<file path="src/rtl/traffic_light_monitor.sv">
// rtl/traffic_light_monitor.sv - checks a red/green/yellow lamp sequence for encoding, order and dwell violations
module traffic_light_monitor #(
    parameter int RED_MIN = 2,
    parameter int RED_MAX = 8,
    parameter int GRN_MIN = 2,
    parameter int GRN_MAX = 8,
    parameter int YEL_MIN = 1,
    parameter int YEL_MAX = 4,
    parameter int CNT_W   = 16
) (
    input  logic             clk,
    input  logic             reset,
    input  logic [2:0]       lights,
    output logic             locked,
    output logic [1:0]       phase,
    output logic             err,
    output logic [2:0]       err_code,
    output logic             err_sticky,
    output logic [CNT_W-1:0] cycle_cnt
);

    typedef enum logic [1:0] {
        SYNC   = 2'd0,
        RED    = 2'd1,
        GREEN  = 2'd2,
        YELLOW = 2'd3
    } state_t;

    localparam logic [2:0] LAMP_RED = 3'b100;
    localparam logic [2:0] LAMP_GRN = 3'b010;
    localparam logic [2:0] LAMP_YEL = 3'b001;

    localparam logic [8:0] R_MIN = 9'(RED_MIN);
    localparam logic [8:0] R_MAX = 9'(RED_MAX);
    localparam logic [8:0] G_MIN = 9'(GRN_MIN);
    localparam logic [8:0] G_MAX = 9'(GRN_MAX);
    localparam logic [8:0] Y_MIN = 9'(YEL_MIN);
    localparam logic [8:0] Y_MAX = 9'(YEL_MAX);

    localparam logic [2:0] CODE_ILLEGAL = 3'd1;
    localparam logic [2:0] CODE_ORDER   = 3'd2;
    localparam logic [2:0] CODE_SHORT   = 3'd3;
    localparam logic [2:0] CODE_LONG    = 3'd4;

    state_t     state, state_nxt;
    logic [7:0] dwell, dwell_nxt, dwell_inc;
    logic [2:0] prev;
    logic       first_red, first_red_nxt;
    logic       fault;
    logic [2:0] code;
    logic       cnt_inc;
    logic [2:0] cur_lamp, nxt_lamp;
    logic [8:0] cur_min, cur_max;
    state_t     adv_state;
    logic       legal;

    assign legal     = (lights == LAMP_RED) || (lights == LAMP_GRN) || (lights == LAMP_YEL);
    assign dwell_inc = (dwell == 8'hFF) ? 8'hFF : dwell + 8'd1;

    always_comb begin
        cur_lamp  = LAMP_RED;
        nxt_lamp  = LAMP_GRN;
        cur_min   = R_MIN;
        cur_max   = R_MAX;
        adv_state = GREEN;
        case (state)
            GREEN: begin
                cur_lamp  = LAMP_GRN;
                nxt_lamp  = LAMP_YEL;
                cur_min   = G_MIN;
                cur_max   = G_MAX;
                adv_state = YELLOW;
            end
            YELLOW: begin
                cur_lamp  = LAMP_YEL;
                nxt_lamp  = LAMP_RED;
                cur_min   = Y_MIN;
                cur_max   = Y_MAX;
                adv_state = RED;
            end
            default: ;
        endcase
    end

    always_comb begin
        state_nxt     = state;
        dwell_nxt     = dwell;
        first_red_nxt = first_red;
        fault         = 1'b0;
        code          = 3'd0;
        cnt_inc       = 1'b0;
        if (state == SYNC) begin
            dwell_nxt = 8'd0;
            // prev is cleared by reset, so a red first sample also locks here
            if (lights == LAMP_RED && prev != LAMP_RED) begin
                state_nxt     = RED;
                dwell_nxt     = 8'd1;
                first_red_nxt = 1'b1;
            end
        end else begin
            if (!legal) begin
                fault = 1'b1;
                code  = CODE_ILLEGAL;
            end else if (lights == cur_lamp) begin
                dwell_nxt = dwell_inc;
                if ({1'b0, dwell_inc} > cur_max) begin
                    fault = 1'b1;
                    code  = CODE_LONG;
                end
            end else if (lights == nxt_lamp) begin
                if ({1'b0, dwell} < cur_min && !(state == RED && first_red)) begin
                    fault = 1'b1;
                    code  = CODE_SHORT;
                end else begin
                    state_nxt     = adv_state;
                    dwell_nxt     = 8'd1;
                    first_red_nxt = 1'b0;
                    cnt_inc       = (state == YELLOW);
                end
            end else begin
                fault = 1'b1;
                code  = CODE_ORDER;
            end
            if (fault) begin
                state_nxt     = SYNC;
                dwell_nxt     = 8'd0;
                first_red_nxt = 1'b0;
            end
        end
    end

    always_ff @(posedge clk) begin
        if (reset) begin
            state      <= SYNC;
            dwell      <= 8'd0;
            first_red  <= 1'b0;
            prev       <= 3'b000;
            locked     <= 1'b0;
            err        <= 1'b0;
            err_code   <= 3'd0;
            err_sticky <= 1'b0;
            cycle_cnt  <= '0;
        end else begin
            state     <= state_nxt;
            dwell     <= dwell_nxt;
            first_red <= first_red_nxt;
            prev      <= lights;
            locked    <= (state_nxt != SYNC);
            err       <= fault;
            if (fault) begin
                err_code   <= code;
                err_sticky <= 1'b1;
            end
            if (cnt_inc && cycle_cnt != '1)
                cycle_cnt <= cycle_cnt + CNT_W'(1);
        end
    end

    assign phase = state;

endmodule
</file>
<file path="config.mk">
export PLATFORM = sky130hd
export DESIGN_NAME = traffic_light_monitor
export DESIGN_NICKNAME = d
export VERILOG_FILES = /design/src/rtl/traffic_light_monitor.sv
export SDC_FILE = /design/constraint.sdc
export NUM_CORES = 1
export LEC_CHECK = 0
export BUFFER_PORTS_ARGS = -buffer_cell sky130_fd_sc_hd__buf_2
export CAP_MARGIN = 20
export CORE_ASPECT_RATIO = 1.25
export CORE_UTILIZATION = 31
export CTS_CLUSTER_SIZE = 40
export DETAILED_ROUTE_END_ITERATION = 8
export PLACE_DENSITY = 0.49
export SLEW_MARGIN = 20
export SYNTH_ARGS = -nofsm -noshare
export SYNTH_HDL_FRONTEND = slang
export SYNTH_SLANG_ARGS = --single-unit
</file>
<file path="constraint.sdc">
create_clock -name clk -period 3.4 [get_ports clk]
set_clock_uncertainty 0.15 [all_clocks]
set_input_delay 0.68 -clock clk [delete_from_list [all_inputs] [get_ports clk]]
set_output_delay 0.68 -clock clk [all_outputs]
set_load 0.005 [all_outputs]
</file>
After elaboration in Yosys (flattened, before gate mapping)
Cells that the tools add are included.
{ "word_totals": {"register_bits": 36, "latch_bits": 0, "ramBits": 0, "romBits": 0, "output_inout_bits": 24, "wordCells": 87, "memories": 0} }
{ "classes": {"add_sub_neg": 2, "mul": 0, "div_mod_pow": 0, "magnitude_cmp": 2, "eq_ne": 15, "shift": 0, "muxes": 45, "bitwise": 0, "n_reduce_logical": 14} }
{ "op_table": {"columns": ["cell", "count"], "rows": [
  ["8-bit two-way mux", 7],
  ["1-bit two-way mux", 20],
  ["2-bit two-way mux", 9],
  ["16-bit by 1-bit adder with 16-bit output (second input constant)", 1],
  ["16-bit != test (second input constant)", 1],
  ["3-bit two-way mux", 5],
  ["3-bit one-hot mux with 2 select lines", 2],
  ["8-bit by 9-bit > comparator with 1-bit output", 1],
  ["8-bit by 9-bit < comparator with 1-bit output", 1],
  ["8-bit by 1-bit adder with 8-bit output (second input constant)", 1],
  ["8-bit equality test (second input constant)", 1],
  ["3-bit equality test", 2],
  ["3-bit by 2-bit != test with 1-bit output (second input constant)", 2],
  ["3-bit nonzero test", 2],
  ["5-bit AND reduction", 1],
  ["2-bit equality test (second input constant)", 2],
  ["1-bit logical AND", 4],
  ["4-bit two-way mux", 1],
  ["4-bit by 3-bit != test with 1-bit output (second input constant)", 1],
  ["2-bit one-hot mux with 2 select lines", 1],
  ["4-bit nonzero test", 1],
  ["3-bit by 1-bit equality test with 1-bit output (second input constant)", 1],
  ["3-bit by 2-bit equality test with 1-bit output (second input constant)", 1],
  ["3-bit equality test (second input constant)", 1],
  ["8 further kinds", 9]
]} }

Logic depth before layout (Yosys ltp)
Gate-level depths: netlist of run 1.
{ "depth": {"word_depth": 12, "ltp_mapped": 11, "ltp_nobuf": 10} }

Least setup slack after synthesis of run 1
Ideal clock, no wire load.
{ "synth_timing": {"kind": "register to register", "start": "reg dwell[0]", "end": "reg err_code[1]", "arrival_ns": 2.531, "required_time_ns": 3.129, "path_slack_ns": 0.598, "path_stages_with_launch": 11, "path_buffers": 0, "path_cell_list": "dfxtp_1 -> ha_1 -> nand4_1 -> or2_2 -> nand2_1 -> ha_1 -> and4b_1 -> o21a_1 -> o221a_2 -> a211o_1 -> mux2_2"} }
{ "synth_via": {"elab_chain_cells": 8} }
{ "synth_lines": {"columns": ["element", "line_no", "text"], "rows": [
  ["from (decl)", "46", "logic [7:0] dwell, dwell_nxt, dwell_inc;"],
  ["from (signal assigned)", "145", "dwell <= dwell_nxt;"],
  ["8-bit by 1-bit adder with 8-bit output, or another cell as far along", "58", "assign dwell_inc = (dwell == 8'hFF) ? 8'hFF : dwell + 8'd1;"],
  ["8-bit two-way mux or 1-bit logical AND (tied branches)", "58, 111", null],
  ["8-bit by 9-bit > comparator with 1-bit output or 1-bit two-way mux (tied branches)", "106, 111", null],
  ["1-bit two-way mux, on equally long branches", "106, 110", null],
  ["1-bit two-way mux", "104", "end else if (lights == cur_lamp) begin"],
  ["1-bit two-way mux", "101", "if (!legal) begin"],
  ["1-bit two-way mux (2 in series)", "92", "if (state == SYNC) begin"],
  ["to (signal assigned)", "151", "err_code <= code;"],
  ["to (decl)", "17", "output logic [2:0] err_code,"]
]} }
Several ways; a longest one is shown, not always the timed one. The select of a mux whose other input is x is not followed.
A chain may end at the register's enable or synchronous reset.

Final worst setup path of run 1
Same ends and word-level chain as after synthesis.

==> results.toml, run 1 <==
[global_route]
grt_overflow_total = 0
grt_pass1_wl_um = 7440
grt_max_degree = 35
grt.total_usage = 0.149
grt_pass1_vias = 1568
grt_antenna_before_repair = 0

[final_layout]
mostFrequentLayoutCells = "dfxtp_1 (36), buf_2 (28), a21oi_1 (21)"
area_growth_pct = 16.7
regArea_um2 = 721
diodes = 0
fin_util = 0.377
fillers = 622
nNetsFinal = 262
multi_input_area_mm2 = 0.00108
final_common_cell = "dfxtp_1"
layout-drive-gt1-share = 0.198

[yosys]
synth_edf_count = 0
yosysWarnings = 0
ys.flop_type = "dfxtp_1"
ys_seq_elements = 36
seq_area_frac_synth = 0.381
synthArstFlopShare = 0
yosysUniqueCellTypes = 53
syn_inst = 222
avgSynthCellArea_um2 = 8.52
syn_area_mm2 = 0.00189

[place]
post-place-ws_ns = 0.406
place.gp.congestion = 0.823
post-dp-hpwl_um = 3250
io_buffers = 28

[sta]
min_period_ns = 3.03
fmaxAchievable_mhz = 330
relSlewSlack = 0.330
post-route-period-util = 0.891
setup_violations = 0
report.final.slew_viol_count = 0
hold_viol = 0
rsz0062_at_grt = "no"
worst_slew_pin_slew_ns = 0.999
tns_ns = 0
setup_slack_ns = 0.372

[pwr]
seqPwrFrac = 0.539
p_sw_frac = 0.239
powerDensity_mw_per_mm2 = 363
cellLeakagePower_nw = 0.848
comb_power_share = 0.062
intPower_mw = 0.610
ir_worst_vdd_uv = 153
power.share.clock = 0.399
p_switching_mw = 0.191

[clock_network]
clk_latency_ns = 0.28
ctsHoldBuffers = 0
cts_made_buffers = 5
cts.sinks = 36
cts_resized = 0
cts_max_path_buffers = 2
cts_tree = "yes"
cts_root_buffer = "clkbuf_8"
clk_pin_slew_ns = 0.08
cts_max_level = 2
cts_setup_buffers = 0

[detailed_routing]
dr.pass1.iters = 5
wl_per_cell_um = 13.7
finalWirelength_um = 4600
num_vias = 1775
via_per_inst = 5.30
drtAntennaViolNets = 0
drtIter0Drc = 71
drc_errors = 0

[critical_path]
path_max_fanout = 8
r2r_start = "dwell[0]"
crit_required_ns = 3.43
crit_type = "reg2reg"
start_kind = "flop"
arrival_ns = 3.06
critPathLaunch = "dwell[0]"
critPathCaptureType = "flop"

[flow_run]
drv_cap = 0

[outcome]
status = "finished clean"

[floorplanning]
io_pins = 29
die_area_mm2 = 0.00642
die_h_um = 89.3
die_x_um = 71.9
row_count = 31
design.core.area_mm2 = 0.00586
start_util = 0.323

[worst_hold_path]
hold_path.class = "reg2reg"
worstHoldStart = "err_code[2]"
-- stage by stage --
stage | hold WS (ns) | total power, mW | area, um^2 | cells
floorplan | 0.296 | 0.478 | 1900 | 225
detailed placement | 0.312 | 0.492 | 2110 | 327
global placement | 0.299 | 0.492 | 2110 | 327
finish | 0.318 | 0.801 | 2210 | 335
global route | 0.354 | 0.843 | 2210 | 335
CTS | 0.328 | 0.816 | 2210 | 335
-- cells by family (layout without fill, tap and decap cells) --
family | Yosys count | after routing | synth area share
AOI/OAI and AO/OA | 58 | 58 | 0.201
other | 1 | 4 | 0.00198
and+or+nand+nor | 93 | 93 | 0.284
xor gates and xnor gates | 3 | 3 | 0.0139
buffers and inverters | 21 | 49 | 0.0562
adders and majority gates | 5 | 5 | 0.0331
DFF | 36 | 36 | 0.381
muxes | 5 | 5 | 0.0291
-- worst max-delay path: stages, from the launching register on --
cell	delay, ns
dfxtp_1	0.43
ha_1	0.23
nand4_1	0.18
or2_2	0.35
nand2_1	0.08
ha_1	0.24
and4b_1	0.19
o21a_1	0.10
o221a_2	0.35
a211o_1	0.34
mux2_2	0.28
-- layout make-up --
class / instances / area share
inverter: 8 / 0.0136
clock inverter: 1 / 0.00340
tap: 82 / 0.0465
timing repair buffer: 33 / 0.0805
multi-input combinational: 168 / 0.490
sequential: 36 / 0.327
clock buffer: 7 / 0.0391
-- cell usage after synthesis (3+ instances only) --
library cell | n | share of area
a21oi_1 | 21 | 0.056
and4_1 | 3 | 0.014
buf_2 | 4 | 0.011
clkbuf_1 | 4 | 0.0079
dfxtp_1 | 36 | 0.38
ha_1 | 5 | 0.033
inv_1 | 8 | 0.016
mux2_2 | 4 | 0.024
nand2_1 | 12 | 0.024
nand3_1 | 9 | 0.024
nand4_1 | 7 | 0.023
nor2_1 | 15 | 0.030
nor2b_1 | 9 | 0.030
nor3_1 | 4 | 0.011
nor4_1 | 6 | 0.020
o21a_1 | 3 | 0.012
o21ai_0 | 5 | 0.013
o31ai_1 | 12 | 0.048
or2_2 | 3 | 0.0099
or3_1 | 3 | 0.0099
or4_1 | 9 | 0.036
-- registers in the layout, indices dropped and copies added (netlist names) --
| signal | flops |
|---|---|
| cycle_cnt | 16 |
| dwell | 8 |
| err_code | 3 |
| prev | 3 |
| phase | 2 |
| err | 1 |
| err_sticky | 1 |
| first_red | 1 |
| locked | 1 |
-- final timing paths --
| path | to | slack (ns) | cells after the start |
|---|---|---|---|
| worst max register to register | err_code[1] | 0.37 | 10 |
| worst min-delay path | err_code[2] | 0.32 | 2 |
| worst min register to register | err_code[2] | 0.32 | 2 |
| worst max-delay path | err_code[1] | 0.37 | 10 |
-- power groups by stage --
stage | clock network (mW) | logic [mW] | registers [mW]
floorplan | 0 | 0.0368 | 0.442
global placement | 0 | 0.0502 | 0.442
detailed placement | 0 | 0.0497 | 0.442
CTS | 0.334 | 0.0498 | 0.432
global route | 0.354 | 0.0559 | 0.433
finish | 0.320 | 0.0494 | 0.432
-- routing by layer --
layer	GRT usage	share of wire
met5	0	0
met4	0.0517	0.012
met3	0.0316	0.030
met2	0.272	0.51
met1	0.171	0.45
No activity file was read; power rests on OpenSTA's default activity.
==> run 2, diff against run 1 <==
- CORE_UTILIZATION: 31 -> 55
- PLACE_DENSITY: 0.49 -> 0.78
- RECOVER_POWER: default -> 50
==> run 2 against run 1 <==
  * The flow now finishes with violations (capacitance limit)
  * Global-route usage is 10 points higher
  * Critical path depth stayed put
  * Combinational power is 3% lower
  * Clock power is 18% higher
  * Count of clock-buffer cells in the layout is 1 lower
  * Worst hold slack better by 0.0023 ns
  * Via count is 2.0% lower
  * Worst setup slack worse by 0.042 ns
  * Die area is 43% lower
==> results.toml, run 2 (synthesized netlist as in run 1, its figures left out) <==
[place]
post-dp-hpwl_um = 2820
place.gp.congestion = 0.869
io_buffers = 28

[pwr]
cellLeakagePower_nw = 0.793
seqPwrFrac = 0.504
ir_worst_vdd_uv = 305
p_sw_frac = 0.229
power.share.clock = 0.441
powerDensity_mw_per_mm2 = 402
intPower_mw = 0.662
comb_power_share = 0.056
p_switching_mw = 0.197

[clock_network]
cts_made_buffers = 5
cts.sinks = 36
ctsHoldBuffers = 0
cts_root_buffer = "clkbuf_8"
clk_latency_ns = 0.30
cts_resized = 0
cts_tree = "yes"
clk_pin_slew_ns = 0.07
cts_max_level = 2
cts_max_path_buffers = 2
cts_setup_buffers = 0

[floorplanning]
die_area_mm2 = 0.00368
die_x_um = 54.5
die_h_um = 67.6
row_count = 23
start_util = 0.582
design.core.area_mm2 = 0.00325
io_pins = 29

[global_route]
grt_overflow_total = 0
grt.total_usage = 0.249
grt_antenna_before_repair = 0
grt_max_degree = 35
grt_pass1_wl_um = 6530
grt_pass1_vias = 1436

[detailed_routing]
via_per_inst = 6.02
dr.pass1.iters = 4
num_vias = 1739
met2_length_um = 1940
finalWirelength_um = 4150
top_layer = "met4"
drtIter0Drc = 36
route.layer.met1.wl_um = 1930
drtAntennaViolNets = 0
drc_errors = 0
wl_met3_um = 174
wl_per_cell_um = 14.3

[outcome]
status = "finished, violations left"
violations = "capacitance limit"

[final_layout]
largest_reg_flops = 16
final_common_cell = "dfxtp_1"
regMostFlops = "cycle_cnt"
reg_top3 = "cycle_cnt: 16 flops, dwell: 8 flops"
fin_util = 0.657
area_growth_pct = 13.0
nNetsFinal = 261
layout-drive-gt1-share = 0.135
diodes = 0
mostFrequentLayoutCells = "dfxtp_1 (36), a21oi_1 (21), nor2_1 (15), buf_2 (15), clkbuf_1 (14)"
fillers = 316

[sta]
worst_slew_pin_slew_ns = 1.49
post-route-period-util = 0.903
rsz0062_at_grt = "no"
relSlewSlack = 0.00482
setup_violations = 0
min_period_ns = 3.07
fmaxAchievable_mhz = 326
report.final.slew_viol_count = 0
hold_viol = 0
tns_ns = 0

[worst_hold_path]
hold_path.class = "reg2reg"

[critical_path]
critPathCaptureType = "flop"
path_max_fanout = 8
start_kind = "flop"
arrival_ns = 3.11
crit_type = "reg2reg"
crit_required_ns = 3.44

[flow_run]
drv_cap = 1
## run 2: cell types whose count changed in the layout (fill, tap and decap cells not counted), sizes merged
cell and change:
clkbuf +12, bufinv +1, buf -14, clkinv +1
clkinvlp -1
## run 2: stage by stage
stage / instances / power (mW) / hold WS [ns] / worst slack, ns / instance area [um^2]
3_5_place_dp: 281 / 0.489 / 0.302 / 0.406 / 2050
5_1_grt: 289 / 0.883 / 0.335 / 0.162 / 2140
2_1_floorplan: 225 / 0.478 / 0.296 / 0.598 / 1900
4_1_cts: 289 / 0.861 / 0.319 / 0.370 / 2160
3_3_place_gp: 281 / 0.489 / 0.301 / 0.467 / 2050
6_report: 289 / 0.859 / 0.320 / 0.329 / 2140
## run 2: layout make-up
cell class | instances | area (um^2) | share of cell area
Clock buffer | 6 | 72.6 | 0.0340
Clock inverter | 2 | 35.0 | 0.0164
Inverter | 8 | 30.0 | 0.0141
Multi-Input combinational cell | 168 | 1080 | 0.506
Sequential cell | 36 | 721 | 0.337
Tap cell | 37 | 46.3 | 0.0217
Timing Repair Buffer | 32 | 150 | 0.0703
## run 2: final timing paths
path,start,to,slack (ns),cells past startpoint
min,err_sticky,err_sticky,0.32,1
min reg2reg,err_sticky,err_sticky,0.32,1
max,dwell[0],err_code[1],0.33,10
max reg2reg,dwell[0],err_code[1],0.33,10
## run 2: power by group through the flow
| stage | registers, mW | clock network, mW | logic, mW |
|---|---|---|---|
| final | 0.432 | 0.378 | 0.0479 |
| after global routing | 0.433 | 0.396 | 0.0533 |
| after CTS | 0.432 | 0.381 | 0.0476 |
| after detailed placement | 0.442 | 0 | 0.0472 |
| after global placement | 0.442 | 0 | 0.0472 |
| after floorplan | 0.442 | 0 | 0.0368 |
## run 2: routing by layer
metal | up-vias | global-route usage
li1 | 887 | -
met1 | 803 | 0.277
met2 | 37 | 0.416
met3 | 12 | 0.0676
met4 | 0 | 0.141
met5 | - | 0
## run 2: worst max-delay path: stages, from the launching register on
cell	delay [ns]
dfxtp_1	0.44
ha_1	0.25
nand4_1	0.20
or2_2	0.35
nand2_1	0.08
ha_1	0.23
and4b_1	0.19
o21a_1	0.10
o221a_1	0.35
a211o_1	0.36
mux2_2	0.28
